$ cat config.mk
export PLATFORM = sky130hd
export DESIGN_NAME = bcd_mult_seq
export DESIGN_NICKNAME = d
export VERILOG_FILES = /design/src/rtl/bcd_mult_seq.sv
export SDC_FILE = /design/constraint.sdc
export NUM_CORES = 1
export LEC_CHECK = 0
export ABC_AREA = 1
export BUFFER_PORTS_ARGS = -buffer_cell sky130_fd_sc_hd__clkbuf_2
export CORE_ASPECT_RATIO = 0.5
export CORE_UTILIZATION = 50
export CTS_CLUSTER_SIZE = 8
export DETAILED_ROUTE_END_ITERATION = 8
export HOLD_SLACK_MARGIN = 0.1
export PLACE_DENSITY = 0.8
export SYNTH_ARGS = -nofsm -noshare
export SYNTH_HDL_FRONTEND = slang
export SYNTH_SLANG_ARGS = --single-unit
$ cat constraint.sdc
create_clock -name clk -period 74.7 [get_ports clk]
set_clock_uncertainty 0.15 [all_clocks]
set_input_delay 11.205 -clock clk [delete_from_list [all_inputs] [get_ports clk]]
set_output_delay 11.205 -clock clk [all_outputs]
set_load 0.05 [all_outputs]
$ cat src/rtl/bcd_mult_seq.sv
// bcd_mult_seq: sequential 8x8-digit packed BCD multiplier, one multiplier digit per MUL cycle
module bcd_mult_seq #(
    parameter bit FIXED_LATENCY = 1'b1
) (
    input  logic        clk,
    input  logic        rst,
    input  logic        start_valid,
    output logic        start_ready,
    input  logic [31:0] a,
    input  logic [31:0] b,
    output logic        result_valid,
    input  logic        result_ready,
    output logic [63:0] p,
    output logic        err,
    output logic        busy
);
    typedef enum logic [1:0] {IDLE, CHECK, MUL, DONE} state_t;
    state_t      state_q, state_d;
    logic [31:0] a_q, a_d, b_q, b_d;
    logic [63:0] acc_q, acc_d, p_q, p_d, row, acc_next;
    logic [2:0]  idx_q, idx_d;
    logic        err_q, err_d;

    function automatic logic has_bad_digit(input logic [31:0] v);
        logic bad;
        bad = 1'b0;
        for (int i = 0; i < 8; i++) bad = bad | (v[4*i +: 4] > 4'd9);
        return bad;
    endfunction

    function automatic logic [2:0] top_digit(input logic [31:0] v);
        logic [2:0] t;
        t = 3'd0;
        for (int i = 0; i < 8; i++) if (v[4*i +: 4] != 4'd0) t = 3'(i);
        return t;
    endfunction

    // a times one BCD digit, ripple of per-digit products with a decimal carry; 9 digits, zero-extended
    function automatic logic [63:0] row_mul(input logic [31:0] v, input logic [3:0] m);
        logic [63:0] r;
        logic [6:0]  t;
        logic [3:0]  c;
        r = '0;
        c = 4'd0;
        for (int i = 0; i < 8; i++) begin
            t = 7'(v[4*i +: 4]) * 7'(m) + 7'(c);
            r[4*i +: 4] = 4'(t % 7'd10);
            c = 4'(t / 7'd10);
        end
        r[35:32] = c;
        return r;
    endfunction

    // 16-digit BCD add; carry out of the top digit cannot occur for valid operands
    function automatic logic [63:0] bcd_add(input logic [63:0] x, input logic [63:0] y);
        logic [63:0] s;
        logic [4:0]  t;
        logic        c;
        s = '0;
        c = 1'b0;
        for (int i = 0; i < 16; i++) begin
            t = 5'(x[4*i +: 4]) + 5'(y[4*i +: 4]) + 5'(c);
            c = t > 5'd9;
            s[4*i +: 4] = c ? 4'(t - 5'd10) : t[3:0];
        end
        return s;
    endfunction

    assign row          = row_mul(a_q, b_q[4*idx_q +: 4]);
    assign acc_next     = bcd_add({acc_q[59:0], 4'd0}, row);
    assign start_ready  = state_q == IDLE;
    assign busy         = state_q != IDLE;
    assign result_valid = state_q == DONE;
    assign p            = p_q;
    assign err          = err_q;

    // next-state and datapath updates; p only changes on entry to DONE
    always_comb begin
        state_d = state_q;
        a_d     = a_q;
        b_d     = b_q;
        acc_d   = acc_q;
        idx_d   = idx_q;
        p_d     = p_q;
        err_d   = err_q;
        case (state_q)
            IDLE: if (start_valid) begin
                a_d     = a;
                b_d     = b;
                acc_d   = '0;
                err_d   = 1'b0;
                state_d = CHECK;
            end
            CHECK: if (has_bad_digit(a_q) || has_bad_digit(b_q)) begin
                err_d   = 1'b1;
                p_d     = '0;
                state_d = DONE;
            end else if (!FIXED_LATENCY && b_q == 32'd0) begin
                p_d     = '0;
                state_d = DONE;
            end else begin
                idx_d   = FIXED_LATENCY ? 3'd7 : top_digit(b_q);
                state_d = MUL;
            end
            MUL: begin
                acc_d   = acc_next;
                idx_d   = idx_q - 3'd1;
                p_d     = idx_q == 3'd0 ? acc_next : p_q;
                state_d = idx_q == 3'd0 ? DONE : MUL;
            end
            DONE: state_d = result_ready ? IDLE : DONE;
        endcase
    end

    // state register with synchronous reset taking priority over any handshake
    always_ff @(posedge clk) begin
        if (rst) begin
            state_q <= IDLE;
            a_q     <= '0;
            b_q     <= '0;
            acc_q   <= '0;
            idx_q   <= '0;
            p_q     <= '0;
            err_q   <= 1'b0;
        end else begin
            state_q <= state_d;
            a_q     <= a_d;
            b_q     <= b_d;
            acc_q   <= acc_d;
            idx_q   <= idx_d;
            p_q     <= p_d;
            err_q   <= err_d;
        end
    end
endmodule
==> metrics.txt <==
# TYPE chip_impl_metric gauge
chip_impl_metric{name="grt_start_max_net_pins",unit=""} 131
chip_impl_metric{name="finalSetupViolations",unit=""} 0
chip_impl_metric{name="initial_core_util",unit="%"} 51.7
chip_impl_metric{name="final_min_period_over_clock_period",unit="%"} 52.4
chip_impl_metric{name="clkTransAtPathRegs",unit="ns"} 0.08
chip_impl_metric{name="syn_inst",unit=""} 2199
chip_impl_metric{name="setup-tns-final",unit="ns"} 0
chip_impl_metric{name="met3RoutedLength",unit="um"} 2280
chip_impl_info{name="outcome",value="complete, no violations"} 1
chip_impl_info{name="highest_layer_used_for_signal_routing",value="met4"} 1
chip_impl_metric{name="fmax",unit="MHz"} 25.5
chip_impl_metric{name="detailroute.wirelength.met2",unit="um"} 18900
chip_impl_metric{name="wirelength_met1",unit="um"} 18600
chip_impl_metric{name="dpl_worst_slack",unit="ns"} 36.14
chip_impl_metric{name="syn_area",unit="sq um"} 15900
chip_impl_metric{name="final_antenna_net_count",unit=""} 0
chip_impl_metric{name="critPathRequiredTime",unit="ns"} 74.87
chip_impl_metric{name="cts_hold_repair.buffers",unit=""} 0
chip_impl_info{name="grt_setup_unrepaired",value="false"} 1
chip_impl_metric{name="drive_above_1_share",unit="%"} 12.0
chip_impl_metric{name="design.core.area",unit="sq um"} 30900
chip_impl_metric{name="final-max-slew-violation-count",unit=""} 0
chip_impl_metric{name="design.portCount",unit=""} 136
chip_impl_metric{name="final_nets",unit=""} 2604
chip_impl_metric{name="drc",unit=""} 0
chip_impl_info{name="cts_tree",value="built"} 1
chip_impl_metric{name="die_h",unit="um"} 128
chip_impl_metric{name="tritoncts_num_sinks",unit=""} 194
chip_impl_metric{name="post_synth_mux_area_share",unit="%"} 0.0706
chip_impl_metric{name="tightestPinTransition",unit="ns"} 1.14
chip_impl_metric{name="floorplan.die_area",unit="sq um"} 32700
chip_impl_metric{name="i_o_buffers",unit=""} 135
chip_impl_metric{name="layout.core_utilization",unit="%"} 56.9
chip_impl_info{name="clock-root-buffer",value="clkbuf_16"} 1
chip_impl_metric{name="ys_warn_count",unit=""} 0
chip_impl_info{name="cp_slowest_cell",value="dfxtp_1"} 1
chip_impl_metric{name="clk-insertion-delay-late",unit="ns"} 0.47
chip_impl_metric{name="tritoncts.num_buffers",unit=""} 17
chip_impl_metric{name="synth.ff_latch_count",unit=""} 194
chip_impl_metric{name="finalWirelength",unit="um"} 40900
chip_impl_metric{name="count_of_maximum_capacitance_violations",unit=""} 0
chip_impl_metric{name="adder_cell_fraction_of_synth_area",unit="%"} 22.5
chip_impl_metric{name="fin_cells",unit=""} 2722
chip_impl_metric{name="number_of_buffer_and_inverter_instances_along_the_worst_setup_path",unit=""} 48
chip_impl_info{name="worst_setup_path_end_kind",value="flip-flop"} 1
chip_impl_metric{name="synth-compound-area-share",unit="%"} 16.7
chip_impl_metric{name="detailroute.via_count",unit=""} 14800
chip_impl_info{name="cp-start-kind",value="flip-flop"} 1
chip_impl_metric{name="yosys.cell_types.count",unit=""} 50
chip_impl_metric{name="simple_gate_share_of_the_synthesized_area",unit="%"} 22.5
chip_impl_metric{name="critPathMaxStageDelay",unit="ns"} 0.81
chip_impl_metric{name="synth.avg_cell_area",unit="sq um"} 7.25
chip_impl_metric{name="seq_area_frac_synth",unit="%"} 24.4
chip_impl_info{name="hold_path_class",value="flip-flop to flip-flop"} 1
chip_impl_metric{name="drtIter0Drc",unit=""} 973
chip_impl_metric{name="slew_headroom",unit="%"} 23.8
chip_impl_metric{name="synthArstFlopShare",unit="%"} 0
chip_impl_metric{name="cts_repair_resize_count",unit=""} 0
chip_impl_metric{name="diodes",unit=""} 0
chip_impl_metric{name="numPlacedInstances",unit=""} 2690
chip_impl_metric{name="total_iterations_of_the_first_detailed_routing_run",unit=""} 7
chip_impl_metric{name="gp_congestion",unit=""} 0.898
chip_impl_metric{name="post_cts_buffers",unit=""} 0
chip_impl_info{name="synth-main-ff-cell",value="dfxtp_1"} 1
chip_impl_metric{name="hold_violations",unit=""} 0
chip_impl_metric{name="hpwl_after_detailed_placement",unit="um"} 30400
chip_impl_info{name="path_class",value="flip-flop to flip-flop"} 1
chip_impl_metric{name="first_global_vias",unit=""} 14100
chip_impl_metric{name="post_drt_wl_per_cell",unit="um"} 15.0
chip_impl_metric{name="critPathArrivalTime",unit="ns"} 39.35
chip_impl_info{name="worst_path_dominant_cell_family",value="simple AND/OR/NAND/NOR gates"} 1
chip_impl_metric{name="synth_xor_area_share",unit="%"} 5.15
chip_impl_info{name="synth_top_family_by_area",value="adder cells"} 1
chip_impl_metric{name="placementRows",unit=""} 45
chip_impl_metric{name="area_growth_syn_to_layout",unit="%"} 10.0
chip_impl_metric{name="initial_antenna_violation_count",unit=""} 0
chip_impl_metric{name="worst-path-max-fanout",unit=""} 23
chip_impl_metric{name="htree_levels",unit=""} 4
chip_impl_info{name="critical-path-top-cell-by-count",value="nand2_1"} 1
chip_impl_metric{name="synth_edf_count",unit=""} 0
chip_impl_metric{name="gr-total-overflow",unit=""} 0
chip_impl_metric{name="grt_util_all_layers",unit="%"} 25.7
chip_impl_metric{name="clock_path_buffers",unit=""} 2
chip_impl_metric{name="syn_nets",unit=""} 2517
chip_impl_metric{name="grt_first_pass_wirelength",unit="um"} 67600
chip_impl_metric{name="via_cell_ratio",unit=""} 5.42
chip_impl_metric{name="fin_crit",unit="ns"} 39.18
chip_impl_metric{name="setup_ws",unit="ns"} 35.52
chip_impl_metric{name="dieWidth",unit="um"} 255
==> per-layer routing <==
metal  vias to the layer above  GRT usage [%]
met5                         -              0
met4                         0           9.33
met3                        70           4.41
met2                       375           42.7
met1                      6881           33.7
li1                       7434              -
==> logic make-up after synthesis <==
family	after synthesis
xor gates and xnor gates	86
buffers and inverters	363
and+or+nand+nor	808
AOI/OAI and AO/OA	497
DFF	194
adders and majority gates	250
muxes	1
==> layout by cell type, fill, tap and decap left out, types with 3 or more instances in the layout <==
master / n
nand2_2: 42
clkbuf_16: 17
buf_4: 10
nor2_2: 6
o21ai_0: 214
xnor2_2: 6
nand4_1: 19
nand3_2: 9
ha_1: 187
o21ai_2: 3
o221ai_1: 4
clkbuf_2: 135
a311o_1: 6
xor2_2: 3
o211ai_1: 8
or2_2: 4
nor4_1: 3
fa_1: 62
o21a_1: 11
xor2_1: 40
dfxtp_1: 194
nand2_1: 360
clkinv_1: 5
o21ai_1: 6
inv_1: 269
nand2_4: 3
nor3_1: 6
nand3_1: 147
a21o_1: 3
inv_8: 4
a22oi_1: 16
a21oi_1: 216
inv_2: 11
xnor2_1: 37
nand4_2: 3
nand3b_1: 12
clkinvlp_4: 3
nor2_1: 190
==> cell type report <==
cell class                 count  area, sq um
tap                          423          529
sequential                   194         3880
clock inverter                14          165
fill                        2914        13300
inverter                     286         1070
clock buffer                  18          439
multi-input combinational   1642        10700
timing repair buffer         145          751
==> state kept, by name, summed over array words and instances, names as in the netlist <==
signal,flops
err,1
acc_q,60
idx_q,3
a_q,32
b_q,32
state_q,2
p,64
==> tightest hold or removal path: stages (launching register included) <==
cell	delay, ns
dfxtp_1	0.32
nand2_1	0.06
a21oi_1	0.05
==> worst paths after layout <==
path                                             from                 end  slack [ns]  cells past startpoint
worst max-delay path            idx_q[0]$_SDFFE_PP0P_  p[63]$_SDFFE_PP0P_       35.52                    280
worst min register to register     p[58]$_SDFFE_PP0P_  p[58]$_SDFFE_PP0P_        0.32                      2
worst min-delay path               p[58]$_SDFFE_PP0P_  p[58]$_SDFFE_PP0P_        0.32                      2
worst max register to register  idx_q[0]$_SDFFE_PP0P_  p[63]$_SDFFE_PP0P_       35.52                    280
==> through the flow <==
step	instance area, sq um	hold slack (ns)
finish	17500	0.317
global route	17500	0.331
CTS	17500	0.318
detailed placement	16900	0.304
global placement	16900	0.299
floorplan	15900	0.290
==> synthesized netlist by cell type (2+ instances only) <==
| library cell | count | area [sq um] |
|---|---|---|
| o21ai_2 | 3 | 26.3 |
| xor2_1 | 40 | 350 |
| xor2_2 | 3 | 48.8 |
| nand3_1 | 147 | 736 |
| dfxtp_1 | 194 | 3880 |
| nor2_2 | 6 | 37.5 |
| inv_2 | 11 | 41.3 |
| nand3_2 | 9 | 90.1 |
| fa_1 | 62 | 1240 |
| o21ai_0 | 214 | 1070 |
| o221ai_1 | 4 | 35.0 |
| nor4_1 | 3 | 18.8 |
| a21o_1 | 3 | 22.5 |
| o211ai_1 | 8 | 60.1 |
| clkinv_1 | 5 | 18.8 |
| nor3_1 | 6 | 30.0 |
| a22oi_1 | 16 | 120 |
| clkbuf_1 | 68 | 255 |
| ha_1 | 188 | 2350 |
| nand4_1 | 19 | 119 |
| nand4_2 | 3 | 37.5 |
| a311oi_1 | 2 | 17.5 |
| xnor2_1 | 37 | 324 |
| o21ai_1 | 7 | 35.0 |
| a21oi_1 | 216 | 1080 |
| buf_1 | 5 | 18.8 |
| or2_2 | 4 | 25.0 |
| nand2_2 | 42 | 263 |
| inv_1 | 270 | 1010 |
| nor2_1 | 191 | 717 |
| a311o_1 | 6 | 60.1 |
| nand2_4 | 2 | 22.5 |
| a31oi_1 | 2 | 12.5 |
| xnor2_2 | 6 | 97.6 |
| nand3b_1 | 12 | 90.1 |
| o21a_1 | 11 | 82.6 |
| nand2_1 | 361 | 1360 |
Power is not shown: default switching activity piles up to over one toggle a cycle in this logic, so the estimate is an artifact.
